## src/rtl/bkm_pkg.sv

```systemverilog
// Shared definitions for the BKM L-mode digit generator: digit encoding,
// controller state type and the default selection thresholds.
package bkm_pkg;

  typedef logic [1:0] digit_t;

  localparam digit_t D_ZERO = 2'b00;
  localparam digit_t D_POS  = 2'b01;
  localparam digit_t D_NEG  = 2'b10;

  typedef enum logic [0:0] {
    IDLE = 1'b0,
    RUN  = 1'b1
  } state_t;

  // Thresholds are expressed in 1/16 units of the residual.
  localparam int TX_DEFAULT = 5;
  localparam int TY_DEFAULT = 8;
  localparam int SEL_FRAC   = 4;

  // A residual far below zero needs a +1 digit to pull it back, and vice versa.
  function automatic digit_t select_digit(input int r, input int t);
    digit_t d;
    if (r <= -t) begin
      d = D_POS;
    end else if (r >= t) begin
      d = D_NEG;
    end else begin
      d = D_ZERO;
    end
    return d;
  endfunction

endpackage

```

## src/rtl/bkm_l_digit_gen_if.sv

```systemverilog
// E0 load stream plus digit output stream of the BKM L-mode digit generator.
// Optional macro BKM_LGEN_SAT_EN adds the sticky sat_flag signal.
interface bkm_l_digit_gen_if #(
  parameter int W = 32,
  parameter int N = 24
) ();
  import bkm_pkg::*;

  localparam int IDX_W = $clog2(N);

  logic             in_valid;
  logic             in_ready;
  logic [W-1:0]     ex_in;
  logic [W-1:0]     ey_in;
  logic             out_valid;
  logic             out_ready;
  digit_t           d_x;
  digit_t           d_y;
  logic [IDX_W-1:0] d_idx;
  logic             d_last;
`ifdef BKM_LGEN_SAT_EN
  logic             sat_flag;
`endif

  // master: the digit generator itself (consumes E0, produces digits)
  modport master (
    input  in_valid, ex_in, ey_in, out_ready,
    output in_ready, out_valid, d_x, d_y, d_idx, d_last
`ifdef BKM_LGEN_SAT_EN
    , output sat_flag
`endif
  );

  modport slave (
    output in_valid, ex_in, ey_in, out_ready,
    input  in_ready, out_valid, d_x, d_y, d_idx, d_last
`ifdef BKM_LGEN_SAT_EN
    , input sat_flag
`endif
  );

endinterface

```

## src/rtl/bkm_l_digit_sel.sv

```systemverilog
// Combinational BKM L-mode digit selection from truncated residual windows
// (sign, integer and 4 fractional bits, i.e. values in 1/16 units).
module bkm_l_digit_sel
  import bkm_pkg::*;
#(
  parameter int WIN = 8,
  parameter int TX  = TX_DEFAULT,
  parameter int TY  = TY_DEFAULT
) (
  input  logic signed [WIN-1:0] rx,
  input  logic signed [WIN-1:0] ry,
  output digit_t                d_x,
  output digit_t                d_y
);

  logic signed [WIN-1:0] win [2];
  digit_t                dsel [2];

  assign win[0] = rx;
  assign win[1] = ry;

  for (genvar gi = 0; gi < 2; gi++) begin : g_sel
    localparam int THR = (gi == 0) ? TX : TY;
    assign dsel[gi] = select_digit(int'(win[gi]), THR);
  end

  assign d_x = dsel[0];
  assign d_y = dsel[1];

endmodule

```

## src/rtl/bkm_l_digit_gen.sv

```systemverilog
// Iterative BKM L-mode digit generator: loads E0 and streams N digit pairs.
// Optional macro BKM_LGEN_SAT_EN: saturating residual update and sat_flag.
module bkm_l_digit_gen
  import bkm_pkg::*;
#(
  parameter int W    = 32,
  parameter int FRAC = 28,
  parameter int N    = 24,
  parameter int TX   = TX_DEFAULT,
  parameter int TY   = TY_DEFAULT
) (
  input logic                clk,
  input logic                rst,
  bkm_l_digit_gen_if.master  bus
);

  localparam int IDX_W = $clog2(N);
  localparam int WIDE  = W + 3;
  localparam int WIN   = W - FRAC + SEL_FRAC;
  localparam logic [IDX_W-1:0] LAST_IDX = IDX_W'(N - 1);
  localparam logic signed [WIDE-1:0] ONE = WIDE'(64'sd1 <<< FRAC);

  state_t                  state_reg;
  logic [IDX_W-1:0]        n_reg;
  digit_t                  dx_reg;
  digit_t                  dy_reg;
  logic signed [W-1:0]     ex_reg;
  logic signed [W-1:0]     ey_reg;

  logic signed [W-1:0]     r_cur [2];
  digit_t                  d_cur [2];
  logic signed [W-1:0]     r_upd [2];
  logic signed [W-1:0]     ex_next;
  logic signed [W-1:0]     ey_next;
  digit_t                  sel_dx;
  digit_t                  sel_dy;

  function automatic logic signed [WIDE-1:0] scale(input logic signed [WIDE-1:0] v,
                                                   input digit_t d);
    logic signed [WIDE-1:0] r;
    case (d)
      D_POS:   r = v;
      D_NEG:   r = -v;
      default: r = '0;
    endcase
    return r;
  endfunction

  assign r_cur[0] = ex_reg;
  assign r_cur[1] = ey_reg;
  assign d_cur[0] = dx_reg;
  assign d_cur[1] = dy_reg;

`ifdef BKM_LGEN_SAT_EN
  localparam logic signed [WIDE-1:0] SAT_MAX = WIDE'((64'sd1 <<< (W - 1)) - 1);
  localparam logic signed [WIDE-1:0] SAT_MIN = WIDE'(-(64'sd1 <<< (W - 1)));
  logic upd_sat [2];
  logic sat_reg;
`endif

  // E_{n+1} = 2*(E_n + d_n + (d_n*E_n) >>> n), one lane per component.
  // Real lane: x*dx - y*dy; imag lane: y*dx + x*dy.
  for (genvar gi = 0; gi < 2; gi++) begin : g_comp
    logic signed [WIDE-1:0] own_ext;
    logic signed [WIDE-1:0] oth_ext;
    logic signed [WIDE-1:0] own_term;
    logic signed [WIDE-1:0] cross_term;
    logic signed [WIDE-1:0] prod;
    logic signed [WIDE-1:0] sum;
    logic signed [WIDE-1:0] dbl;

    assign own_ext    = WIDE'(r_cur[gi]);
    assign oth_ext    = WIDE'(r_cur[1 - gi]);
    assign own_term   = scale(own_ext, d_cur[0]);
    assign cross_term = scale(oth_ext, d_cur[1]);
    assign prod       = (gi == 0) ? (own_term - cross_term) : (own_term + cross_term);
    assign sum        = own_ext + scale(ONE, d_cur[gi]) + (prod >>> n_reg);
    // W+3 bits hold the doubled sum exactly for any W-bit residual.
    assign dbl        = sum <<< 1;

`ifdef BKM_LGEN_SAT_EN
    assign upd_sat[gi] = (dbl > SAT_MAX) || (dbl < SAT_MIN);
    assign r_upd[gi]   = (dbl > SAT_MAX) ? W'(SAT_MAX) :
                         (dbl < SAT_MIN) ? W'(SAT_MIN) : W'(dbl);
`else
    assign r_upd[gi]   = W'(dbl);
`endif
  end

  // In IDLE the selector sees E0, in RUN it sees E_{n+1}, so the digit for
  // the next output is registered alongside its residual.
  assign ex_next = (state_reg == IDLE) ? $signed(bus.ex_in) : r_upd[0];
  assign ey_next = (state_reg == IDLE) ? $signed(bus.ey_in) : r_upd[1];

  bkm_l_digit_sel #(
    .WIN (WIN),
    .TX  (TX),
    .TY  (TY)
  ) u_sel (
    .rx  (ex_next[W-1 -: WIN]),
    .ry  (ey_next[W-1 -: WIN]),
    .d_x (sel_dx),
    .d_y (sel_dy)
  );

  always_ff @(posedge clk) begin
    if (rst) begin
      state_reg <= IDLE;
      n_reg     <= '0;
      dx_reg    <= D_ZERO;
      dy_reg    <= D_ZERO;
      ex_reg    <= '0;
      ey_reg    <= '0;
`ifdef BKM_LGEN_SAT_EN
      sat_reg   <= 1'b0;
`endif
    end else begin
      case (state_reg)
        IDLE: begin
          if (bus.in_valid) begin
            state_reg <= RUN;
            n_reg     <= '0;
            ex_reg    <= ex_next;
            ey_reg    <= ey_next;
            dx_reg    <= sel_dx;
            dy_reg    <= sel_dy;
`ifdef BKM_LGEN_SAT_EN
            sat_reg   <= 1'b0;
`endif
          end
        end
        RUN: begin
          if (bus.out_ready) begin
            if (n_reg == LAST_IDX) begin
              state_reg <= IDLE;
              n_reg     <= '0;
              dx_reg    <= D_ZERO;
              dy_reg    <= D_ZERO;
            end else begin
              n_reg     <= n_reg + IDX_W'(1);
              ex_reg    <= ex_next;
              ey_reg    <= ey_next;
              dx_reg    <= sel_dx;
              dy_reg    <= sel_dy;
`ifdef BKM_LGEN_SAT_EN
              sat_reg   <= sat_reg | upd_sat[0] | upd_sat[1];
`endif
            end
          end
        end
        default: state_reg <= IDLE;
      endcase
    end
  end

  assign bus.in_ready  = (state_reg == IDLE);
  assign bus.out_valid = (state_reg == RUN);
  assign bus.d_x       = dx_reg;
  assign bus.d_y       = dy_reg;
  assign bus.d_idx     = n_reg;
  assign bus.d_last    = (state_reg == RUN) && (n_reg == LAST_IDX);
`ifdef BKM_LGEN_SAT_EN
  assign bus.sat_flag  = sat_reg;
`endif

endmodule

```

## src/flat_wrapper.sv

```systemverilog
// flat-port wrapper written by rule: the top's interface ports become plain ports
module bkm_l_digit_gen_flat import bkm_pkg::*;
#(
  parameter int W    = 32,
  parameter int FRAC = 28,
  parameter int N    = 24,
  parameter int TX   = TX_DEFAULT,
  parameter int TY   = TY_DEFAULT
)
  (clk, rst, bus_in_valid, bus_ex_in, bus_ey_in, bus_out_ready, bus_in_ready, bus_out_valid, bus_d_x, bus_d_y, bus_d_idx, bus_d_last);
  bkm_l_digit_gen_if #(.W(W), .N(N)) bus_i ();
  input logic clk;
  input logic rst;
  input wire logic [$bits(bus_i.in_valid)-1:0] bus_in_valid;
  input wire logic [$bits(bus_i.ex_in)-1:0] bus_ex_in;
  input wire logic [$bits(bus_i.ey_in)-1:0] bus_ey_in;
  input wire logic [$bits(bus_i.out_ready)-1:0] bus_out_ready;
  output wire logic [$bits(bus_i.in_ready)-1:0] bus_in_ready;
  output wire logic [$bits(bus_i.out_valid)-1:0] bus_out_valid;
  output wire logic [$bits(bus_i.d_x)-1:0] bus_d_x;
  output wire logic [$bits(bus_i.d_y)-1:0] bus_d_y;
  output wire logic [$bits(bus_i.d_idx)-1:0] bus_d_idx;
  output wire logic [$bits(bus_i.d_last)-1:0] bus_d_last;
  assign bus_i.in_valid = bus_in_valid;
  assign bus_i.ex_in = bus_ex_in;
  assign bus_i.ey_in = bus_ey_in;
  assign bus_i.out_ready = bus_out_ready;
  assign bus_in_ready = bus_i.in_ready;
  assign bus_out_valid = bus_i.out_valid;
  assign bus_d_x = bus_i.d_x;
  assign bus_d_y = bus_i.d_y;
  assign bus_d_idx = bus_i.d_idx;
  assign bus_d_last = bus_i.d_last;
  bkm_l_digit_gen #(.W(W), .FRAC(FRAC), .N(N), .TX(TX), .TY(TY)) u_core (.clk(clk), .rst(rst), .bus(bus_i));
endmodule
```

## config.mk

```make
export PLATFORM = sky130hd
export DESIGN_NAME = bkm_l_digit_gen_flat
export DESIGN_NICKNAME = d
export VERILOG_FILES = /design/src/rtl/bkm_pkg.sv /design/src/rtl/bkm_l_digit_gen_if.sv /design/src/rtl/bkm_l_digit_sel.sv /design/src/rtl/bkm_l_digit_gen.sv /design/src/flat_wrapper.sv
export SDC_FILE = /design/constraint.sdc
export NUM_CORES = 1
export LEC_CHECK = 0
export CAP_MARGIN = 20
export CORE_MARGIN = 3
export CORE_UTILIZATION = 45
export CTS_BUF_LIST = sky130_fd_sc_hd__clkbuf_2 sky130_fd_sc_hd__clkbuf_4 sky130_fd_sc_hd__clkbuf_8
export DETAILED_ROUTE_END_ITERATION = 10
export PLACE_DENSITY_LB_ADDON = 0.05
export SYNTH_ARGS = -nofsm -noshare
export SYNTH_HDL_FRONTEND = slang
export SYNTH_SLANG_ARGS = --single-unit
```

## constraint.sdc

```tcl
create_clock -name clk -period 23.2 [get_ports clk]
set_input_delay 4.64 -clock clk [delete_from_list [all_inputs] [get_ports clk]]
set_output_delay 4.64 -clock clk [all_outputs]
set_load 0.005 [all_outputs]
```

== Word-level counts from Yosys, hierarchy flattened ==
Cells that the tools add are included.
W data, S select, Z words.

* Register bits after elaboration: 74
* Logic and storage cells: 69
* Output and inout port bits: 12
* Bits of input ports: 68

* Reductions and logical operators: 3
* Equal/unequal tests: 8
* Shifts and indexed selects: 2
* Bitwise gates (word level): 1
* Order comparisons: 4
* Mux-type cells: 36
* $add $sub $neg: 9

{| class="wikitable"
|+ Operator list
! operator !! number
|-
| $pmux W35 S2 || 4
|-
| $mux W32 || 8
|-
| $pmux W32 S2 || 2
|-
| $add A31 B31 Y31 || 4
|-
| $pmux W31 S2 || 2
|-
| $neg A32 Y35 || 2
|-
| $sshr A35 B5 Y31 || 2
|-
| $add A35 B35 Y35 || 1
|-
| $sub A35 B35 Y35 || 1
|-
| $mux W2 || 10
|-
| $le A8 B4 Y1 const B || 2
|-
| $mux W5 || 3
|-
| $pmux W5 S2 || 1
|-
| $ge A8 B4 Y1 const B || 1
|-
| $ge A8 B5 Y1 const B || 1
|-
| $pmux W2 S2 || 2
|-
| $ne A2 B2 Y1 const B || 3
|-
| $add A5 B1 Y5 const B || 1
|-
| $eq A5 B5 Y1 const B || 1
|-
| $eq A2 B1 Y1 const B || 2
|-
| $eq A2 B2 Y1 const B || 2
|-
| $mux W1 || 3
|-
| $reduce_and A3 Y1 || 1
|-
| $pmux W1 S2 || 1
|-
| other kinds (3) || 3
|}

== Logic depth before layout (Yosys ltp) ==
* Depth after elaboration: 12
* Gate-level depth with buffers: 41
* Mapped depth without buffers: 39

== By module ==
A second synthesis with hierarchy kept.

* Cells, all modules: 2696
* Area total of the unflattened synthesis: 18114.9 um2

{| class="wikitable"
|+ By module, submodules not included
! module !! area each (um2) !! cells each !! times used !! seq. area each (um2)
|-
| bkm_l_digit_gen || 18047.3 || 2685 || 1 || 1481.4
|-
| bkm_l_digit_sel || 67.6 || 11 || 1 || 0.0
|}

== Worst setup path after synthesis ==
OpenSTA, ideal clock, no wires.

* Kind: register to register
* From: register u_core.ex_reg[0]
* To: register u_core.dx_reg[1] (netlist: u_core.bus.d_x[1])
* Setup time: 117 ps
* Stages on the path, launching flop included: 39
* Buffers on the path: 1
* Path slack: 13954 ps
* Data arrival time: 9128 ps
* Period minus slack after synthesis: 9246 ps
* Data required time: 23083 ps
* Path through: dfxtp_1 inv_1 ha_1 or3b_1 buf_2 or4_1 or3_1 nor2_1 nand2_1 nor3_2 and2_1 nor3b_2 a21o_1 nand2_1 a21oi_1 ha_1 a21o_1 o41ai_1 [... 3 more ...] xor2_1 nand2_1 o221a_2 mux4_2 a22o_1 ha_1 fa_1 a211oi_1 o21ai_0 a31o_2 a221oi_1 o211ai_1 a31o_2 a21oi_1 xnor2_1 mux2i_1 nand4_1 a32o_1

* Word-level cells in the longest chain between the ends: 12
* Elaborated cells between the ends (all ways): 15
* Those cells by class: 4 x add/sub; 2 x order compare; 1 x shift; 8 x mux

{| class="wikitable"
|+ RTL lines
! element !! line !! RTL
|-
| from (decl) || bkm_l_digit_gen.sv:27 || <nowiki>logic signed [W-1:0] ex_reg;</nowiki>
|-
| from (signal assigned) || bkm_l_digit_gen.sv:123 || <nowiki>ex_reg <= ex_next;</nowiki>
|-
| from (signal assigned) || bkm_l_digit_gen.sv:141 || <nowiki>ex_reg <= ex_next;</nowiki>
|-
| $neg A32 Y35 || bkm_l_digit_gen.sv:43 || <nowiki>D_NEG: r = -v;</nowiki>
|-
| $pmux W35 S2 || bkm_l_digit_gen.sv:41 || <nowiki>case (d)</nowiki>
|-
| $sub A35 B35 Y35 || bkm_l_digit_gen.sv:76 || <nowiki>assign prod = (gi == 0) ? (own_term - cross_term) : (own_term + cross_term);</nowiki>
|-
| $sshr A35 B5 Y31 || bkm_l_digit_gen.sv:77 || <nowiki>assign sum = own_ext + scale(ONE, d_cur[gi]) + (prod >>> n_reg);</nowiki>
|-
| $add A31 B31 Y31 * || bkm_l_digit_gen.sv:77 ||
|-
| $mux W32 * || bkm_l_digit_gen.sv:92 || <nowiki>assign ex_next = (state_reg == IDLE) ? $signed(bus.ex_in) : r_upd[0];</nowiki>
|-
| $ge A8 B4 Y1 || bkm_pkg.sv:26 || <nowiki>end else if (r >= t) begin</nowiki>
|-
| $mux W2 || bkm_pkg.sv:26 ||
|-
| $mux W2 * || bkm_pkg.sv:24 || <nowiki>if (r <= -t) begin</nowiki>
|-
| $mux W2 || bkm_l_digit_gen.sv:134 || <nowiki>if (n_reg == LAST_IDX) begin</nowiki>
|-
| $mux W2 || bkm_l_digit_gen.sv:133 || <nowiki>if (bus.out_ready) begin</nowiki>
|-
| $pmux W2 S2 * || bkm_l_digit_gen.sv:118 || <nowiki>case (state_reg)</nowiki>
|-
| to (signal assigned) || bkm_l_digit_gen.sv:125 || <nowiki>dx_reg <= sel_dx;</nowiki>
|-
| to (signal assigned) || bkm_l_digit_gen.sv:143 || <nowiki>dx_reg <= sel_dx;</nowiki>
|-
| to (decl) || bkm_l_digit_gen.sv:25 || <nowiki>digit_t dx_reg;</nowiki>
|}

Mark *: on every way between the ends. The rest lies on a longest branch, timed or not. The select of a mux whose other input is x is not followed.
A chain may end at the register's enable or synchronous reset.

== Final worst setup path ==
Same ends and word-level chain as after synthesis.

==> results.md <==
- Status: completed
- RSZ-0062 raised after global routing: false
- Sw power: 2.04 mW
- Reg2reg end: u_core.bus.d_x[1]
- I/O Pins: 80
- Final Cycle Share: 0.499
- Clk buf depth: 2
- Die height: 212 um
- DP Area: 20100 um2
- Crit path buffers/inverters: 1
- Met3 Use GR: 0.0723
- Fmax: 86.4 MHz
- Seq cells post-synth: 74
- Row Count: 74
- Post-Synthesis Cells: 2787
- Clk Latency, worst-skew pair: 0.43 ns
- Synth unique cells: 98
- Post-DR vias/cell: 6.73
- WS Path Type: reg2reg
- Yosys warning count: 0
- Final Util: 0.491
- Final WS setup: 11.62 ns
- Hold Violations, Final: 0
- R2r worst-path depth: 36
- Sequential share of power: 0.063
- Number of global-route vias before repair: 20000
- CTS resizes: 0
- Most frequent cell after synthesis: nor2_1
- Worst hold path depth: 2
- Total design power: 3.43 mW
- Routed Antenna Nets: 0
- Layout Skew: 0.0353 ns
- Synth Area per Inst: 6.88 um2
- Post-Syn Nets: 3054
- Critical Path RT: 23.54 ns
- CP Data Arrival Time: 11.92 ns
- Reg clk slew, reported paths: 0.12 ns
- Routed WL: 82.2 mm
- Clk sinks: 74
- Filler cells: 4297
- H-tree levels: 3
- Starting Density: 0.462
- CP max stage cell: a221oi_1
- Final #Nets: 2980
- Hold_buf cts: 0
- Synthesized area: 19200 um2
- Gate power share: 0.899
- Synth area leader: ha_1
- Part of the power in the clock network: 0.038
- Pre-CTS setup slack: 11.97 ns
- Final GP Congestion: 0.986
- Worst min-delay path class: reg2reg
- Core footprint: 41500 um2
- Flop2flop setup slack: 11.62 ns
- Pint: 1.39 mW
- Total of max-cap violations: 0
- Pleak: 9.02 nW
- Antenna violations before repair: 1
- Slowest cell delay on critical path: 0.87 ns
- M2 GR Usage: 0.534
- Minimum clock period: 11.58 ns
- Total negative setup slack: 0 ns
- Remaining DRCs: 0
- Worst-Margin Slew: 1.14 ns
- Cell family with most CP delay: compound AO/OA/AOI/OAI gates
- Total global routing track utilization: 0.354
- Top-area cell type share of the netlist area: 0.125
- RR Startpoint: u_core.ex_reg[0]
- Pwr/cell area: 168 nW/um2
- Crit Path Max Fanout: 8
- Worst vdd ir: 101 uV
- Total Die Area: 45100 um2
- Synth top cells by count: nor2_1 (341), a21oi_1 (289), nand2_1 (252)
- CTS tree: built
- Area contributors post-synth: ha_1 (12%), dfxtp_1 (7.7%), a21oi_1 (7.5%)
- Area Growth Syn to Fin: 6.35%
- Initial drt markers: 2451
- Routing usage on met1: 0.501
- Ys async rst share: 0
- Routed vias: 21900
- Post-route cell area: 20400 um2
- First-pass DRT Iterations: 6
- Layout cells sized above 1: 0.0655
- IO Port Bufs: 79
- CTS buffer count: 9
- Sw Share: 0.594
- Final setup violation count: 0
- Seq/Total Area, Yosys: 0.0773
- Primary FF master, synth: dfxtp_1
- Slew Limit Fails: 0
- Top Usage Layer GRT: met2
- Hold Path Sink: u_core.ey_reg[28]
- CP Launch Type: register
- Clock root cell: clkbuf_8
- Post-synth EDFFs: 0
- CP Capture Type: register
- Total grt overflow: 0
- First-pass GRT wire length: 123 mm
- Die Wd: 212 um
- Hold wc startpoint: u_core.ey_reg[28]
- DR WL/cell: 25.3 um
- Hpwl dp: 65.2 mm
- Setup Buffers After CTS: 0
- Number of diodes: 0
- Pin count of the biggest net entering global routing: 75
- Slew HR: 0.230
placed cells by master (no fill, tap or decap), types with 14 or more instances in the layout:
master             n
and2_1            25
o21ai_0          133
a22oi_1           21
nor4_1            18
a211oi_1         114
o211ai_1          33
buf_4             35
clkdlybuf4s50_1   78
o221ai_1          14
nand3b_1          17
a31oi_1           21
a211o_1           16
mux2_2            26
o21a_1            26
a21o_1           109
nand2_1          251
dfxtp_1           68
or2_2             31
mux4_2            21
mux2i_1          105
nand2b_1          26
nand3_1           37
inv_1             59
xor2_1            44
nand4_1           19
nor3_1           139
or3_1             26
a21oi_1          289
and3_1            26
xnor2_1           70
nor2_1           341
o21bai_1          26
ha_1             188
cell type report:
cell class,count,area [um2],area share
timing repair buffer,114,1050,0.0514
sequential,74,1490,0.0732
clock inverter,6,95.1,0.00467
tap,532,666,0.0327
multi-input combinational,2450,16700,0.819
clock buffer,10,138,0.00675
inverter,64,240,0.0118
tightest hold or removal path, delay by kind of cell (launching register included):
family / cells / cell delay [ns]
compound gates: 1 / 0.05
flops: 1 / 0.32
simple gates: 1 / 0.10
stage by stage:
stage,cells,hold slack (ns)
2_1_floorplan,2787,0.471
6_report,3250,0.513
5_1_grt,3250,0.551
3_5_place_dp,3234,0.500
4_1_cts,3250,0.512
3_3_place_gp,3234,0.495
routing by layer:
layer / vias to the layer above / part of all wire
li1: 10300 / -
met1: 10400 / 0.45
met2: 1016 / 0.42
met3: 151 / 0.088
met4: 0 / 0.039
met5: - / 0
cell families (layout without fill, tap and decap cells):
group                    count (synthesis)  count (layout)  synth area share
multiplexers                           152             152            0.0948
buffers and inverters                  263             194            0.0519
AND/OR/NAND/NOR                       1005            1005             0.246
adder cells (fa/ha/maj)                199             199             0.133
AO/OA/AOI/OAI                          975             975             0.339
flip-flops                              74              74            0.0773
XOR/XNOR                               119             119            0.0579
worst max path at each step:
stage | from | cells past startpoint | slack, ns | to
2_1_floorplan | u_core.ex_reg[0] | 38 | 13.95 | u_core.bus.d_x[1]
3_3_place_gp | u_core.ex_reg[0] | 38 | 12.07 | u_core.bus.d_x[0]
3_5_place_dp | u_core.ex_reg[0] | 37 | 11.97 | u_core.bus.d_x[1]
4_1_cts | u_core.ex_reg[0] | 37 | 11.96 | u_core.bus.d_x[1]
5_1_grt | u_core.ex_reg[0] | 38 | 11.11 | u_core.bus.d_x[1]
6_report | u_core.ex_reg[0] | 36 | 11.62 | u_core.bus.d_x[1]
power by group through the flow:
stage                     registers (mW)  clock network [mW]  logic [mW]
after global placement             0.216                   0        2.97
final                              0.217               0.130        3.09
after global routing               0.219               0.135        3.33
after CTS                          0.214               0.133        3.00
after floorplan                    0.172                   0        2.22
after detailed placement           0.217                   0        2.98
Note: power is estimated with default switching activity, not from simulation.
